## src/rtl/pc_pkg.sv

```systemverilog
// Shared definitions for the program-counter unit: next-PC source select
// and instruction size.
package pc_pkg;

   localparam int unsigned INSTR_BYTES = 4;

   typedef enum logic [2:0] {
      SEL_SEQ,
      SEL_BR,
      SEL_JMP,
      SEL_JR,
      SEL_RET
   } pc_sel_e;

endpackage : pc_pkg

```

## src/rtl/ret_addr_stack.sv

```systemverilog
// Circular return-address stack: a push when full overwrites the oldest entry,
// and sticky overflow/underflow flags record misuse.
module ret_addr_stack #(
   parameter int unsigned XLEN      = 32,
   parameter int unsigned RAS_DEPTH = 4
) (
   input  logic            clock,
   input  logic            reset_n,
   input  logic            push,
   input  logic            pop,
   input  logic [XLEN-1:0] push_data,
   output logic [XLEN-1:0] top,
   output logic            empty,
   output logic            full,
   output logic            overflow,
   output logic            underflow
);

   localparam int unsigned PW = $clog2(RAS_DEPTH);
   localparam int unsigned CW = $clog2(RAS_DEPTH + 1);

   logic [XLEN-1:0] mem [RAS_DEPTH];
   logic [PW-1:0]   ptr;
   logic [PW-1:0]   top_idx;
   logic [PW-1:0]   wr_idx;
   logic [CW-1:0]   count;

   // ptr addresses the next free slot; once full it wraps onto the oldest entry
   assign top_idx = ptr - PW'(1);
   assign top     = mem[top_idx];
   assign empty   = (count == '0);
   assign full    = (count == CW'(RAS_DEPTH));

   // A simultaneous pop and push on a non-empty stack rewrites the top in place
   assign wr_idx = (pop && !empty) ? top_idx : ptr;

   always_ff @(posedge clock) begin
      if (push) begin
         mem[wr_idx] <= push_data;
      end
   end

   always_ff @(posedge clock or negedge reset_n) begin
      if (!reset_n) begin
         ptr       <= '0;
         count     <= '0;
         overflow  <= 1'b0;
         underflow <= 1'b0;
      end else if (pop && push) begin
         if (empty) begin
            underflow <= 1'b1;
            ptr       <= ptr + PW'(1);
            count     <= CW'(1);
         end
      end else if (pop) begin
         if (empty) begin
            underflow <= 1'b1;
         end else begin
            ptr   <= top_idx;
            count <= count - CW'(1);
         end
      end else if (push) begin
         ptr <= ptr + PW'(1);
         if (full) begin
            overflow <= 1'b1;
         end else begin
            count <= count + CW'(1);
         end
      end
   end

endmodule : ret_addr_stack

```

## src/rtl/pc_unit.sv

```systemverilog
// Program-counter unit: picks the next fetch address from sequential, branch,
// jump, register-jump and return sources, backed by a return-address stack.
module pc_unit
   import pc_pkg::*;
#(
   parameter int unsigned     XLEN         = 32,
   parameter logic [XLEN-1:0] RESET_VECTOR = '0,
   parameter int unsigned     RAS_DEPTH    = 4
) (
   input  logic            clock,
   input  logic            reset_n,
   input  logic            en,
   input  logic            branch,
   input  logic            branch_ne,
   input  logic            zero,
   input  logic [XLEN-1:0] addr_result,
   input  logic            jump,
   input  logic [XLEN-1:0] jump_target,
   input  logic            jr,
   input  logic [XLEN-1:0] jr_target,
   input  logic            call,
   input  logic            ret,
   output logic [XLEN-1:0] pc,
   output logic [XLEN-1:0] branch_base_addr,
   output logic [XLEN-1:0] pc_plus_4,
   output logic            ras_empty,
   output logic            ras_full,
   output logic            ras_overflow,
   output logic            ras_underflow,
   output logic            misalign
);

   pc_sel_e         sel;
   logic            taken;
   logic [XLEN-1:0] target;
   logic [XLEN-1:0] next_pc;
   logic            bad_align;
   logic [XLEN-1:0] ras_top;

   assign branch_base_addr = pc;
   assign pc_plus_4        = pc + XLEN'(INSTR_BYTES);
   assign taken            = branch & (zero ^ branch_ne);

   always_comb begin
      sel = SEL_SEQ;
      if (ret) begin
         sel = SEL_RET;
      end else if (jr) begin
         sel = SEL_JR;
      end else if (jump) begin
         sel = SEL_JMP;
      end else if (taken) begin
         sel = SEL_BR;
      end
   end

   always_comb begin
      target = pc_plus_4;
      unique case (sel)
         // An empty stack falls back to the register value for the return
         SEL_RET: target = ras_empty ? jr_target : ras_top;
         SEL_JR:  target = jr_target;
         SEL_JMP: target = jump_target;
         SEL_BR:  target = addr_result;
         default: target = pc_plus_4;
      endcase
   end

   always_comb begin
      if (sel == SEL_SEQ) begin
         next_pc   = pc_plus_4;
         bad_align = 1'b0;
      end else begin
         next_pc   = {target[XLEN-1:2], 2'b00};
         bad_align = (target[1:0] != 2'b00);
      end
   end

   always_ff @(posedge clock or negedge reset_n) begin
      if (!reset_n) begin
         pc       <= RESET_VECTOR;
         misalign <= 1'b0;
      end else if (en) begin
         pc       <= next_pc;
         misalign <= bad_align;
      end else begin
         misalign <= 1'b0;
      end
   end

   ret_addr_stack #(
      .XLEN      (XLEN),
      .RAS_DEPTH (RAS_DEPTH)
   ) u_ras (
      .clock     (clock),
      .reset_n   (reset_n),
      .push      (en & call),
      .pop       (en & ret),
      .push_data (pc_plus_4),
      .top       (ras_top),
      .empty     (ras_empty),
      .full      (ras_full),
      .overflow  (ras_overflow),
      .underflow (ras_underflow)
   );

endmodule : pc_unit

```

## config.mk

```make
export PLATFORM = sky130hd
export DESIGN_NAME = pc_unit
export DESIGN_NICKNAME = d
export VERILOG_FILES = /design/src/rtl/pc_pkg.sv /design/src/rtl/ret_addr_stack.sv /design/src/rtl/pc_unit.sv
export SDC_FILE = /design/constraint.sdc
export NUM_CORES = 1
export LEC_CHECK = 0
export ABC_CLOCK_PERIOD_IN_PS = 11000
export BUFFER_PORTS_ARGS = -buffer_cell sky130_fd_sc_hd__buf_2
export CORE_UTILIZATION = 57
export DETAILED_ROUTE_END_ITERATION = 10
export PLACE_DENSITY = 0.83
export SLEW_MARGIN = 15
export SYNTH_ARGS = -nofsm -noshare
export SYNTH_HDL_FRONTEND = slang
export SYNTH_SLANG_ARGS = --single-unit
```

## constraint.sdc

```tcl
create_clock -name clock -period 11 [get_ports clock]
set_clock_uncertainty 0.05 [all_clocks]
set_input_delay 0.55 -clock clock [delete_from_list [all_inputs] [get_ports clock]]
set_output_delay 0.55 -clock clock [all_outputs]
set_load 0.01 [all_outputs]
```

==> metrics.yaml, run 1 <==
status:
  status: "completed"
floorplan:
  coreArea_um2: 13400
  initial_core_util: 0.5912
  die_w_um: 119.9
  die-area_um2: 14370
  core.rowCount: 42
  ios: 207
  die_y_um: 119.9
yosys:
  synthAdderAreaFrac: 0.004106
  yosysMostFrequentCell: "edfxtp_1"
  yosys.area_share.simple: 0.08307
  synth_area_leaders: "edfxtp_1 45%, dfrtp_1 12%, mux4_2 8.5%, buf_4 3.5%, a221oi_1 2.5%"
  synth_compound_area_frac: 0.1532
  synthDistinctLibCells: 61
  synth_area_um2: 7923
  synth_area_per_cell_um2: 13.20
  synth_edf_count: 120
  syn_inst: 600
  synth_common_cells: "120 x edfxtp_1, 38 x dfrtp_1, 37 x buf_4, 32 x a21oi_1, 30 x mux4_2"
  seq_area_frac_synth: 0.5749
  synth_warnings: 0
  synth_top_family_by_area: "compound AO/OA/AOI/OAI gates"
  synth.area.mux_share: 0.08670
  synthFlopType: "edfxtp_1"
  ys_ff_latch: 158
  yosysTopAreaCellShare: 0.4548
  synth_xor_area_frac: 0.03759
  yosys.area.top_type: "edfxtp_1"
  async_flop_share: 0.2405
routing:
  wl_per_cell_um: 24.36
  routed_wl_um: 23100
  viasPerCell: 6.694
  via_count: 6346
  firstDrtPassIters: 5
  drt.antenna.violating_nets: 0
  drc: 0
  drt_iter0_drc: 862
sta:
  worstMarginPinSlew_ns: 1.095
  finalWorstPathRequiredPeriod_ns: 3.468
  rsz0062_at_grt: "no"
  fmax_ghz: 0.2883
  fin_tns_setup_ns: 0
  fin_ws_ns: 7.532
  setup_viol: 0
  slew_headroom: 0.2683
  slew_viol_final: 0
  hold_viol: 0
  whs_ns: 0.2017
  fin_crit_sh: 0.3153
global_route:
  grt-busiest-layer: "met2"
  antenna_found_initial: 0
  grt.met2_usage: 0.5271
  grt_pass1_wl_um: 34470
  grt_use_met1: 0.4246
  grt_max_degree: 48
  grt_overflow: 0
  grt_util_met3: 0.07747
  first_global_vias: 6190
  grt_usage: 0.3303
placement:
  place.gp.congestion: 0.8566
  port_buffers: 200
  dp.cells: 915
  dpl.hpwl_um: 15000
  placed_area_um2: 8859
  dp_slack_ns: 7.912
finish:
  num_antenna_cells: 0
  final_cells: 948
  nets: 867
  postLayoutCellArea_um2: 9488
  multiInputGateArea_um2: 2973
  nFillCells: 912
  fin_util: 0.7080
  area_growth_pct: 19.76
  drive_gt1_frac: 0.3873
  seq_area_um2: 4556
critical_path:
  path_delay_family: "simple AND/OR/NAND/NOR gates"
  slowest_delay_ns: 0.58
  crit_arrival_ns: 2.87
  crit_slowest_cell: "or4_4"
  crit_fanout: 9
  crit_chain: "nand3_1, or4_4, or4_4, xnor2_1, buf_2"
  cp.required_ns: 10.40
  criticalPathCategory: "reg2out"
  crit_path_frequent_cell: "or4_4"
  path_buf_inv: 1
  start_kind: "flip-flop"
  endpoint_kind: "output port"
cts:
  clk_latency_ns: 0.44
  hold_buffers: 0
  clock_sinks: 158
  clkTransAtPathRegs_ns: 0.06
  post_cts.repair.setup_buffers: 0
  cts_resized: 0
  cts-root-buf: "clkbuf_16"
  clockBufferDepth: 2
  cts-buffers-inserted: 17
  htree_levels: 4
  tritoncts: "done"
power_and_ir_drop:
  p_per_area_nw_per_um2: 241.3
  power_mw: 2.289
  leakagePower_nw: 3.603
  ir_drop_mv: 0.1331
worst_hold_path:
  hold_path_class: "in2async"
run:
  drv_cap: 0
## area by class of cell
class | count | share of cell area
Tap cell | 176 | 0.02321
Timing Repair Buffer | 210 | 0.1147
Clock inverter | 10 | 0.01424
Sequential cell | 158 | 0.4802
Inverter | 11 | 0.004352
Clock buffer | 22 | 0.04998
Multi-Input combinational cell | 361 | 0.3133
## kinds of logic (layout without fill, tap and decap cells)
family	after synthesis	after routing
flip-flops	158	158
adder cells (fa/ha/maj)	2	2
multiplexers	31	31
other	1	6
AO/OA/AOI/OAI	166	166
XOR/XNOR	34	34
buffers and inverters	86	253
AND/OR/NAND/NOR	122	122
## placed cells by master (no fill, tap or decap), drive strengths merged, types with 6 or more instances in the layout
master  synthesis  layout
nand3          22      22
o221a           6       6
mux4           30      30
inv            11      12
nor3           11      11
a221oi         23      23
nor2           12      12
xor2           12      12
a21oi          34      34
dfrtp          38      38
xnor2          22      22
nand4           7       7
edfxtp        120     120
a31oi           7       7
nand2b         10      10
buf            45     210
o21ai          26      26
o311a           9       9
nand2          29      29
conb            1       6
clkbuf         30      22
a22oi          18      18
and3           11      11
## where the power goes
part	switching [mW]	leakage, nW	internal, mW	total, mW
Sequential	0.107	1.53	0.797	0.905
Combinational	0.448	1.79	0.327	0.775
Clock	0.236	0.290	0.374	0.609
Total	0.791	3.60	1.50	2.29
## sequential cells by signal, indices dropped and copies added (netlist names)
signal / flops
misalign: 1
branch_base_addr: 30
u_ras.mem: 120
u_ras.overflow: 1
u_ras.ptr: 2
u_ras.count: 3
u_ras.underflow: 1
## layer usage
layer / share of wire / vias up
met5: 0 / -
met4: 0.038 / 0
met3: 0.10 / 70
met2: 0.49 / 496
met1: 0.37 / 3117
li1: - / 2663
## path summary, 6_finish.rpt
check                                    startpoint                  end  slack, ns  cells after the start
worst max-delay path            branch_base_addr[8]        pc_plus_4[30]       7.53                      5
min in group clock                   addr_result[5]  branch_base_addr[5]       0.33                      3
worst max register to register       u_ras.count[1]      u_ras.mem[2][9]       7.96                      5
max in group asynchronous                   reset_n         u_ras.ptr[0]      10.04                      1
worst min-delay path                        reset_n      u_ras.underflow       0.20                      1
worst min register to register       u_ras.overflow       u_ras.overflow       0.41                      1
Note: power is estimated with default switching activity, not from simulation.
==> inputs of run 2 (changes only) <==
Settings changed: ABC_CLOCK_PERIOD_IN_PS 11000 to 3500, CORE_UTILIZATION 57 to 53, PLACE_DENSITY 0.83 to 0.78.
Clock period 11 ns to 3.5 ns, I/O delays scaled along.
==> run 2 against run 1 <==
  * Power grew to 3.1 times the previous value
  * Critical path depth stayed put
  * First-iteration DRC count is 16% lower
  * Die area is 7.4% higher
  * Critical endpoint unchanged
  * Largest cell class unchanged
  * Highest routed layer unchanged
==> metrics.yaml, run 2 (same netlist as run 1, synthesis figures left out) <==
status:
  status: "completed"
global_route:
  first_global_vias: 6209  # +0.31%
  grt_usage: 0.3070  # -0.02327
  antenna_found_initial: 0  # unchanged
  grt_overflow: 0  # unchanged
  grt_max_degree: 39  # -19%
  grt_pass1_wl_um: 35580  # +3.2%
finish:
  num_antenna_cells: 0  # unchanged
  nets: 875  # +0.92%
  nFillCells: 1075  # +18%
  drive_gt1_frac: 0.3897  # +0.002438
  area_growth_pct: 20.10
  final_cell_mix: "200 x buf_2, 120 x edfxtp_1, 37 x dfrtp_1, 31 x a21oi_1, 30 x mux4_2"
  fin_util: 0.6547  # -0.05333
  regMostFlops: "u_ras.mem"
  largest_reg_flops: 120  # unchanged
  final_common_cell: "buf_2"
sta:
  finalWorstPathRequiredPeriod_ns: 3.026
  fin_tns_setup_ns: 0  # unchanged
  slew_headroom: 0.3069  # +0.03866
  rsz0062_at_grt: "no"
  setup_viol: 0  # unchanged
  hold_viol: 0  # unchanged
  fin_crit_sh: 0.8645
  slew_viol_final: 0  # unchanged
  fmax_ghz: 0.3305
  worstMarginPinSlew_ns: 1.032  # -0.06281 ns
critical_path:
  slowest_delay_ns: 0.64  # +0.06 ns
  crit_chain: "nand3_2, or4_4, or4_4, xnor2_1, buf_2"
  criticalPathCategory: "reg2out"
  crit_slowest_cell: "or4_4"
  endpoint_kind: "output port"
  cp.required_ns: 3.27  # -7.13 ns
  crit_fanout: 9  # unchanged
  path_buf_inv: 1  # unchanged
  critical_path_cell_count: 5  # unchanged
  crit_arrival_ns: 2.80  # -0.07 ns
  rr_worst_depth: 5  # unchanged
  start_kind: "flip-flop"
  crit_path_frequent_cell: "or4_4"
  path_delay_family: "simple AND/OR/NAND/NOR gates"
floorplan:
  ios: 207  # unchanged
  initial_core_util: 0.5451  # -0.04611
  die-area_um2: 15440  # +7.4%
  core.rowCount: 44  # +4.8%
  coreArea_um2: 14530  # +8.5%
  die_y_um: 124.3  # +3.6%
  die_w_um: 124.3  # +3.6%
run:
  drv_cap: 0  # unchanged
cts:
  clkTransAtPathRegs_ns: 0.06  # about the same
  post_cts.repair.setup_buffers: 0  # unchanged
  clk_latency_ns: 0.43  # about the same
  tritoncts: "done"
  clock_sinks: 158  # unchanged
  cts-buffers-inserted: 17  # unchanged
  cts-root-buf: "clkbuf_16"
  clockBufferDepth: 2  # unchanged
  htree_levels: 4  # unchanged
routing:
  drt.antenna.violating_nets: 0  # unchanged
  routed_wl_um: 23350  # +1.1%
  viasPerCell: 6.606  # -1.3%
  via_count: 6368  # +0.35%
  drc: 0  # unchanged
  firstDrtPassIters: 7  # +2
  wl_per_cell_um: 24.23  # -0.57%
  drt_iter0_drc: 726  # -16%
power_and_ir_drop:
  leakagePower_nw: 3.631  # +0.76%
  ir_drop_mv: 0.3261  # +150%
  p_per_area_nw_per_um2: 744.4  # +210%
worst_hold_path:
  min_path_cells: 3
  hold_path_class: "in2reg"
placement:
  place.gp.congestion: 0.9296  # +8.5%
  port_buffers: 200  # unchanged
  dpl.hpwl_um: 15650  # +4.3%
## run 2: worst register-to-register path: stages (launching register included)
cell	delay [ns]
dfrtp_1	0.40
or2_2	0.33
o21ai_1	0.39
nand3_1	0.20
a21oi_4	0.46
buf_4	0.44
## run 2: cell type report
cell class / instances / area (um^2) / area share
Clock buffer: 21 / 450.4 / 0.04734
Multi-Input combinational cell: 361 / 2977 / 0.3128
Tap cell: 184 / 230.2 / 0.02419
Clock inverter: 11 / 117.6 / 0.01236
Timing Repair Buffer: 218 / 1144 / 0.1202
Inverter: 11 / 41.29 / 0.004339
Sequential cell: 158 / 4556 / 0.4788
## run 2: path summary, 6_finish.rpt
check / startpoint / to / slack (ns)
setup reg to reg: u_ras.count[0] / u_ras.mem[3][14] / 0.89
max in group asynchronous: reset_n / u_ras.ptr[0] / 2.31
hold reg to reg: u_ras.overflow / u_ras.overflow / 0.43
hold / removal: addr_result[1] / misalign / 0.03
min in group asynchronous: reset_n / u_ras.underflow / 0.39
setup / recovery: branch_base_addr[11] / pc_plus_4[30] / 0.47
## run 2: layer usage
layer,track usage,up-vias,part of all wire
li1,-,2680,-
met3,0.06701,90,0.096
met1,0.4072,3112,0.39
met4,0.1673,0,0.045
met5,0,-,0
met2,0.4735,486,0.47
## run 2: metrics by stage
stage | instances | area, um^2 | hold WS, ns | setup slack (ns) | total power, mW
finish | 964 | 9515 | 0.02849 | 0.4742 | 7.083
global route | 964 | 9515 | 0.06326 | 0.3946 | 7.347
CTS | 964 | 9515 | 0.02278 | 0.4959 | 7.059
detailed placement | 929 | 8917 | 0.3363 | 0.9239 | 5.263
global placement | 929 | 8917 | 0.3263 | 1.012 | 5.192
floorplan | 605 | 7971 | -0.1706 | 0.04568 | 4.455
## run 2: what timing repair did
action / in CTS / in global routing
hold endpoints to repair: 40 / 0
gates resized for setup: 0 / 0
hold buffers: 3 / 0
## run 2: report_power, final
group / internal [mW] / switching, mW
combinational: 1.05 / 1.34
clock: 1.06 / 0.734
sequential: 2.51 / 0.394
